`src/rtl/bp_stall_histogram.sv`:
```
// Per-reason stall counter bank: saturating live counters, an atomically captured
// shadow bank, and a one-entry valid/ready read port serving shadow values.
module bp_stall_histogram #(
    parameter int num_reasons_p   = 32,
    parameter int counter_width_p = 32,
    parameter int addr_width_p    = 8,
    localparam int lg_reasons_lp  = (num_reasons_p > 1) ? $clog2(num_reasons_p) : 1
) (
    input  logic                       clk_i,
    input  logic                       reset_i,
    input  logic                       freeze_i,
    input  logic                       en_i,
    input  logic                       clear_i,
    input  logic                       snapshot_i,
    input  logic                       instret_i,
    input  logic                       stall_v_i,
    input  logic [lg_reasons_lp-1:0]   stall_reason_i,
    input  logic                       rd_v_i,
    input  logic [addr_width_p-1:0]    rd_addr_i,
    output logic                       rd_ready_o,
    output logic                       rd_data_v_o,
    output logic [counter_width_p-1:0] rd_data_o,
    output logic                       rd_err_o,
    input  logic                       rd_data_yumi_i,
    output logic                       overflow_o
);

    localparam logic [counter_width_p-1:0] max_lp = '1;

    logic [counter_width_p-1:0] r_hist [num_reasons_p];
    logic [counter_width_p-1:0] r_instret, r_cycle, r_unattr;
    logic [counter_width_p-1:0] r_sh_hist [num_reasons_p];
    logic [counter_width_p-1:0] r_sh_instret, r_sh_cycle, r_sh_unattr;
    logic                       r_overflow;
    logic                       r_rd_v, r_rd_err;
    logic [counter_width_p-1:0] r_rd_data;

    logic                       w_count_en, w_reason_ok;
    logic                       w_inc_instret, w_inc_hist, w_inc_unattr;
    logic                       w_hist_at_max, w_sat_hit, w_rd_accept, w_rd_err;
    logic [counter_width_p-1:0] w_rd_data;

    // Exactly one of instret / hist / unattr moves per enabled cycle; an
    // out-of-range reason is treated as unattributed.
    assign w_count_en    = en_i & ~freeze_i & ~reset_i;
    assign w_reason_ok   = (int'(stall_reason_i) < num_reasons_p);
    assign w_inc_instret = w_count_en & instret_i;
    assign w_inc_hist    = w_count_en & ~instret_i & stall_v_i & w_reason_ok;
    assign w_inc_unattr  = w_count_en & ~instret_i & ~(stall_v_i & w_reason_ok);

    // NOTE: every variable written here gets a default first, so no latch is inferred.
    always_comb begin
        w_hist_at_max = 1'b0;
        for (int i = 0; i < num_reasons_p; i++) begin
            if (stall_reason_i == lg_reasons_lp'(i) && r_hist[i] == max_lp)
                w_hist_at_max = 1'b1;
        end
    end

    assign w_sat_hit = (w_count_en    & (r_cycle   == max_lp))
                     | (w_inc_instret & (r_instret == max_lp))
                     | (w_inc_hist    & w_hist_at_max)
                     | (w_inc_unattr  & (r_unattr  == max_lp));

    // NOTE: state is updated with non-blocking assignments so every flop samples
    // pre-edge values; the counter banks are flops and are reset explicitly
    // because software reads them back as zero after reset.
    always_ff @(posedge clk_i) begin
        if (reset_i | clear_i) begin
            for (int i = 0; i < num_reasons_p; i++) r_hist[i] <= '0;
            r_instret  <= '0;
            r_cycle    <= '0;
            r_unattr   <= '0;
            r_overflow <= 1'b0;
        end else begin
            if (w_count_en && r_cycle != max_lp)
                r_cycle <= r_cycle + counter_width_p'(1);
            if (w_inc_instret && r_instret != max_lp)
                r_instret <= r_instret + counter_width_p'(1);
            if (w_inc_unattr && r_unattr != max_lp)
                r_unattr <= r_unattr + counter_width_p'(1);
            for (int i = 0; i < num_reasons_p; i++) begin
                if (w_inc_hist && stall_reason_i == lg_reasons_lp'(i) && r_hist[i] != max_lp)
                    r_hist[i] <= r_hist[i] + counter_width_p'(1);
            end
            if (w_sat_hit)
                r_overflow <= 1'b1;
        end
    end

    // Shadow captures pre-increment live values, so snapshot+clear keeps the old counts.
    always_ff @(posedge clk_i) begin
        if (reset_i) begin
            for (int i = 0; i < num_reasons_p; i++) r_sh_hist[i] <= '0;
            r_sh_instret <= '0;
            r_sh_cycle   <= '0;
            r_sh_unattr  <= '0;
        end else if (snapshot_i) begin
            for (int i = 0; i < num_reasons_p; i++) r_sh_hist[i] <= r_hist[i];
            r_sh_instret <= r_instret;
            r_sh_cycle   <= r_cycle;
            r_sh_unattr  <= r_unattr;
        end
    end

    always_comb begin
        w_rd_data = '0;
        w_rd_err  = 1'b0;
        if (int'(rd_addr_i) < num_reasons_p)
            w_rd_data = r_sh_hist[rd_addr_i[lg_reasons_lp-1:0]];
        else if (int'(rd_addr_i) == num_reasons_p)
            w_rd_data = r_sh_instret;
        else if (int'(rd_addr_i) == num_reasons_p + 1)
            w_rd_data = r_sh_cycle;
        else if (int'(rd_addr_i) == num_reasons_p + 2)
            w_rd_data = r_sh_unattr;
        else
            w_rd_err = 1'b1;
    end

    assign rd_ready_o  = ~r_rd_v | rd_data_yumi_i;
    assign w_rd_accept = rd_v_i & rd_ready_o;

    always_ff @(posedge clk_i) begin
        if (reset_i) begin
            r_rd_v    <= 1'b0;
            r_rd_data <= '0;
            r_rd_err  <= 1'b0;
        end else if (w_rd_accept) begin
            r_rd_v    <= 1'b1;
            r_rd_data <= w_rd_data;
            r_rd_err  <= w_rd_err;
        end else if (rd_data_yumi_i) begin
            r_rd_v    <= 1'b0;
        end
    end

    assign rd_data_v_o = r_rd_v;
    assign rd_data_o   = r_rd_data;
    assign rd_err_o    = r_rd_err;
    assign overflow_o  = r_overflow;

endmodule

```
`config.mk`:
```
export PLATFORM = sky130hd
export DESIGN_NAME = bp_stall_histogram
export DESIGN_NICKNAME = d
export VERILOG_FILES = /design/src/rtl/bp_stall_histogram.sv
export SDC_FILE = /design/constraint.sdc
export NUM_CORES = 2
export LEC_CHECK = 0
export CAP_MARGIN = 5
export CORE_UTILIZATION = 33
export DETAILED_ROUTE_END_ITERATION = 8
export GPL_TIMING_DRIVEN = 0
export SLEW_MARGIN = 0
export SYNTH_ARGS = -nofsm -noshare
export SYNTH_HDL_FRONTEND = slang
export SYNTH_SLANG_ARGS = --single-unit
```
`constraint.sdc`:
```
create_clock -name clk_i -period 21.1 [get_ports clk_i]
set_input_delay 4.22 -clock clk_i [delete_from_list [all_inputs] [get_ports clk_i]]
set_output_delay 4.22 -clock clk_i [all_outputs]
set_load 0.02 [all_outputs]
```
=== Word level (Yosys, flattened, before mapping) ===
Memories as Yosys holds them, arrays and structs flattened.
Cells that the tools add are included.
Widths: inputs -> output; s select.

* Memories kept: 2
* Input bits: 23
* Memory bits (writable): 2,048
* Logic and storage cells: 547
* Register bits: 227
* Output and inout port bits: 36

{| class="wikitable"
|+ Memories
! memory !! depth !! bits a word !! rd ports !! clocked after memory_dff !! wr ports !! line !! text
|-
| r_hist || 32 || 32 || 32 || 0 || 32 || 30 || <nowiki>logic [counter_width_p-1:0] r_hist [num_reasons_p];</nowiki>
|-
| r_sh_hist || 32 || 32 || 1 || 0 || 32 || 32 || <nowiki>logic [counter_width_p-1:0] r_sh_hist [num_reasons_p];</nowiki>
|}

* $lt $le $gt $ge: 1
* Bitwise operators: 85
* Reduce and logical (&&, ||, !) cells: 101
* Mux-type cells: 209
* Add/sub/neg operators: 35
* Equality and inequality tests: 104

{| class="wikitable"
|+ Operators with widths
! operator !! number
|-
| $mux 32 || 68
|-
| $add 32x1->32 const B || 35
|-
| $eq 32x32->1 const B || 35
|-
| $ne 32x32->1 const B || 35
|-
| $mux 1 || 141
|-
| $logic_and 1x1->1 || 99
|-
| $eq 5x5->1 const B || 16
|-
| $or 1x1->1 || 69
|-
| $eq 5x4->1 const B || 8
|-
| $eq 8x7->1 const B || 3
|-
| $eq 5x3->1 const B || 4
|-
| $and 1x1->1 || 11
|-
| $eq 5x2->1 const B || 2
|-
| $lt 8x6->1 const B || 1
|-
| $eq 5x1->1 const B || 1
|-
| $logic_not 5->1 || 1
|-
| $not 1->1 || 5
|-
| $reduce_bool 2->1 || 1
|}

=== Longest topological paths before layout ===
An unclocked memory read counts as a cell.

* Depth after elaboration: 38
* Mapped depth: 12
* Mapped depth without buffers: 8

=== Worst setup path after synthesis ===
No wires, ideal clock.

* Kind: input-to-reg
* Start: input snapshot_i
* End: memory r_sh_hist[0][0], enable pin
* Stages: 4
* Buffers on the path: 3
* Data required time: 20.122 ns
* Path slack: 2.569 ns
* Setup time: 0.978 ns
* Arrival: 17.553 ns
* Path through: clkbuf_1 buf_1 clkbuf_1 or2_2

{| class="wikitable"
|+ RTL lines
! element !! line !! text
|-
| start: declaration || 14 || <nowiki>input logic snapshot_i,</nowiki>
|-
| end: declaration || 32 ||
|}

=== Final worst setup path ===
* Start: input rd_data_yumi_i
* End: output rd_ready_o

* Cells in the longest elaborated chain, start to end: 1

{| class="wikitable"
|+ Ends and longest elaborated chain
! element !! line !! text
|-
| start: declaration || 24 || <nowiki>input logic rd_data_yumi_i,</nowiki>
|-
| $or 1x1->1 || 121 || <nowiki>assign rd_ready_o = ~r_rd_v | rd_data_yumi_i;</nowiki>
|-
| end: declaration || 20 || <nowiki>output logic rd_ready_o,</nowiki>
|}

Every way passes these cells.

==> key figures <==
Critical path
  – Reg2Reg Setup Slack: 16.84 ns
  – Setup crit start kind: input port
  – Critical Path RT: 16.88 ns
  – Critical R2R Launch: r_hist[17][3]
  – End of the critical path: rd_ready_o
  – Critical R2R Capture: r_hist[17][11]
  – Crit path arrival time: 5.44 ns
  – Critical Path Fanout Max: 3
  – CP startpoint: rd_data_yumi_i
  – Reg2reg path depth: 6
  – Critical path class: in -> out
  – Endpoint class of the critical path: output port

Drt
  – Final ANT Viol Nets: 0
  – DRC: 0
  – Detailed Route WL: 325000 um
  – Initial drt markers: 8356
  – Routed vias: 72.0k
  – Avg WL per Cell: 23.6 um
  – Initial DRT Pass Iterations: 6
  – Via density per instance: 5.23

Synth
  – Distinct cells, synth: 76
  – Netlist Area Pre-Place: 110000 um^2
  – Ys async rst share: 0
  – Most used DFF post-synth: edfxtp_1
  – Mapped Cells: 8829
  – Seq/Total Area, Yosys: 0.603
  – Syn_area_per_cell: 12.4 um^2
  – #FFs+latches synth: 2275
  – Top cells by area, synth: edfxtp_1 (56%), mux4_2 (6.6%), nor2_1 (4.8%)
  – Top cell type's share of synthesized area: 0.561
  – EDFF count, synth: 2048
  – Syn Nets: 8887
  – Ys Warns: 0
  – Post-synth top area cell: edfxtp_1

Floorplanning
  – # IOs: 59
  – DIE WIDTH: 578 um
  – Starting Density: 0.332
  – Core area: 330000 um^2
  – Die footprint: 334000 um^2
  – Die Ht: 578 um
  – Std cell rows: 211

Clocking
  – Clock-pin slew on the worst setup and hold paths: 0.07 ns
  – # hold bufs at CTS: 0
  – Post-cts sizing count: 0
  – Buffer type at the clock tree root: clkbuf_16
  – CTS tree: done
  – CTS Buf Count: 244
  – CTS Sinks: 2275
  – Clock Tree Buf Depth: 4
  – H-tree level count: 4
  – Worst-skew pair later-pin latency: 0.93 ns
  – Setup Buffers After CTS: 0

Placement
  – Cell area after placement: 117000 um^2
  – Placed Instances: 13.3k
  – Hpwl dp: 248000 um
  – Placer Congestion: 1.05
  – I/O Buffers: 52

Cells and area
  – Fin nets: 9241
  – Fin cells: 13.8k
  – Final Util: 0.378
  – Fraction of layout cells with a size suffix above 1: 0.101
  – Design Area, Final: 125000 um^2
  – Area Growth Syn to Fin: 14.0%

Global routing
  – Largest net degree at the start of global routing: 71
  – Initial antenna violation count: 44
  – Vias in the first global route: 69.4k
  – GRT Total Usage: 0.191
  – First-pass GRT wire length: 471000 um
  – GRT overflow: 0

Timing
  – Relative slew slack: 0.00656
  – Clk_skew: 0.0810 ns
  – Slew @ Worst Pin: 1.49 ns
  – Number of max-slew violations in the final report: 0
  – Peak Freq: 0.104 GHz
  – Min Clock Period, post-route: 9.66 ns
  – Period utilization: 0.458
  – Final setup violation count: 0
  – RSZ-0062 raised after global routing: false
  – Fin. Hold Viols: 0

Power
  – Tot Pwr: 10.3 mW
  – Maximum vdd drop: 70.5 uV
  – Leakage Power: 42.2 nW
  – Power per cell area: 82.4 nW/um^2

Worst hold path
  – Hold Crit Depth: 2
  – Hold crit path type: reg -> reg

Status
  – Status: finished clean

Flow run
  – Max-cap violations: 0
==> cells in the mapped netlist, types with 108 or more instances <==
library cell and instances:
nand4_1 228, and2_1 634, nor3_1 117, nand3_1 397, nor2_1 1391, dfxtp_1 227, xor2_1 585, mux4_2 320
or3_1 108, mux2i_1 131, nor2b_1 443, xnor2_1 377, o21ai_0 130, clkbuf_1 292, and4_1 116, and3_1 168
nand2_1 482, edfxtp_1 2048
==> registers in the layout, indices dropped and copies added, names as in the netlist <==
| signal | flops |
|---|---|
| r_sh_unattr | 32 |
| r_instret | 32 |
| rd_err_o | 1 |
| r_unattr | 32 |
| rd_data_o | 32 |
| rd_data_v_o | 1 |
| r_sh_cycle | 32 |
| r_cycle | 32 |
| r_sh_instret | 32 |
| r_sh_hist | 1024 |
| r_hist | 1024 |
| overflow_o | 1 |
==> worst min-delay path by stage <==
stage / startpoint / to
4_1_cts: r_sh_cycle[3] / r_sh_cycle[3]
2_1_floorplan: r_sh_instret[0] / r_sh_instret[0]
3_3_place_gp: r_sh_instret[23] / r_sh_instret[23]
3_5_place_dp: r_sh_cycle[3] / r_sh_cycle[3]
5_1_grt: r_sh_unattr[11] / r_sh_unattr[11]
6_report: r_sh_instret[21] / r_sh_instret[21]
==> kinds of logic (layout without fill, tap and decap cells) <==
kind of cell             count (synthesis)  count (layout)  share of synthesized area
XOR/XNOR                               962             962                     0.0769
adder cells (fa/ha/maj)                 35              35                    0.00400
other                                    0              20                          0
AND/OR/NAND/NOR                       4238            4238                      0.198
multiplexers                           483             483                     0.0810
flip-flops                            2275            2275                      0.603
AO/OA/AOI/OAI                          326             326                     0.0174
buffers and inverters                  510            1065                     0.0197
==> layer usage <==
| layer | up-vias | global-route usage | routed length, um |
|---|---|---|---|
| met5 | - | 0 | 22 |
| met4 | 4 | 0.103 | 20600 |
| met3 | 576 | 0.0271 | 25000 |
| met2 | 2921 | 0.301 | 147000 |
| met1 | 35977 | 0.255 | 133000 |
| li1 | 32505 | - | - |
==> report_power, final <==
group,switching (mW),internal [mW]
registers,0.208,5.16
clock network,1.84,2.39
logic,0.432,0.264
==> final cells by class <==
| class | count | area, um^2 |
|---|---|---|
| Clock buffer | 317 | 6560 |
| Sequential cell | 2275 | 66000 |
| Tap cell | 4366 | 5460 |
| Clock inverter | 130 | 1180 |
| Antenna cell | 20 | 50.0 |
| Fill cell | 31208 | 205000 |
| Inverter | 106 | 398 |
| Multi-Input combinational cell | 6044 | 41700 |
| Buffer | 404 | 1780 |
| Timing Repair Buffer | 108 | 1700 |
==> through the flow <==
step                 TNS, ns  worst slack (ns)  hold WS, ns
detailed placement         0             11.44        0.483
finish                     0             11.44        0.495
CTS                        0             11.44        0.500
global placement    -3679.39             -3.71        0.472
floorplan                  0              2.57        0.460
global route               0             11.42        0.530
==> critical path, cell delays in order <==
cell	delay, ns
clkdlybuf4s50_1	0.45
nand2b_1	0.15
clkdlybuf4s50_1	0.62
==> placed cells by master (no fill, tap or decap), types with 227 or more instances in the layout <==
| master | n |
|---|---|
| nand4_1 | 228 |
| nand2_1 | 475 |
| nor2_1 | 1391 |
| nor2b_1 | 443 |
| dfxtp_1 | 227 |
| edfxtp_1 | 2048 |
| nand3_1 | 397 |
| xnor2_1 | 377 |
| clkbuf_1 | 333 |
| xor2_1 | 585 |
| mux4_2 | 320 |
| and2_1 | 634 |
| clkbuf_16 | 244 |
Power figures use the tool's default switching activity.
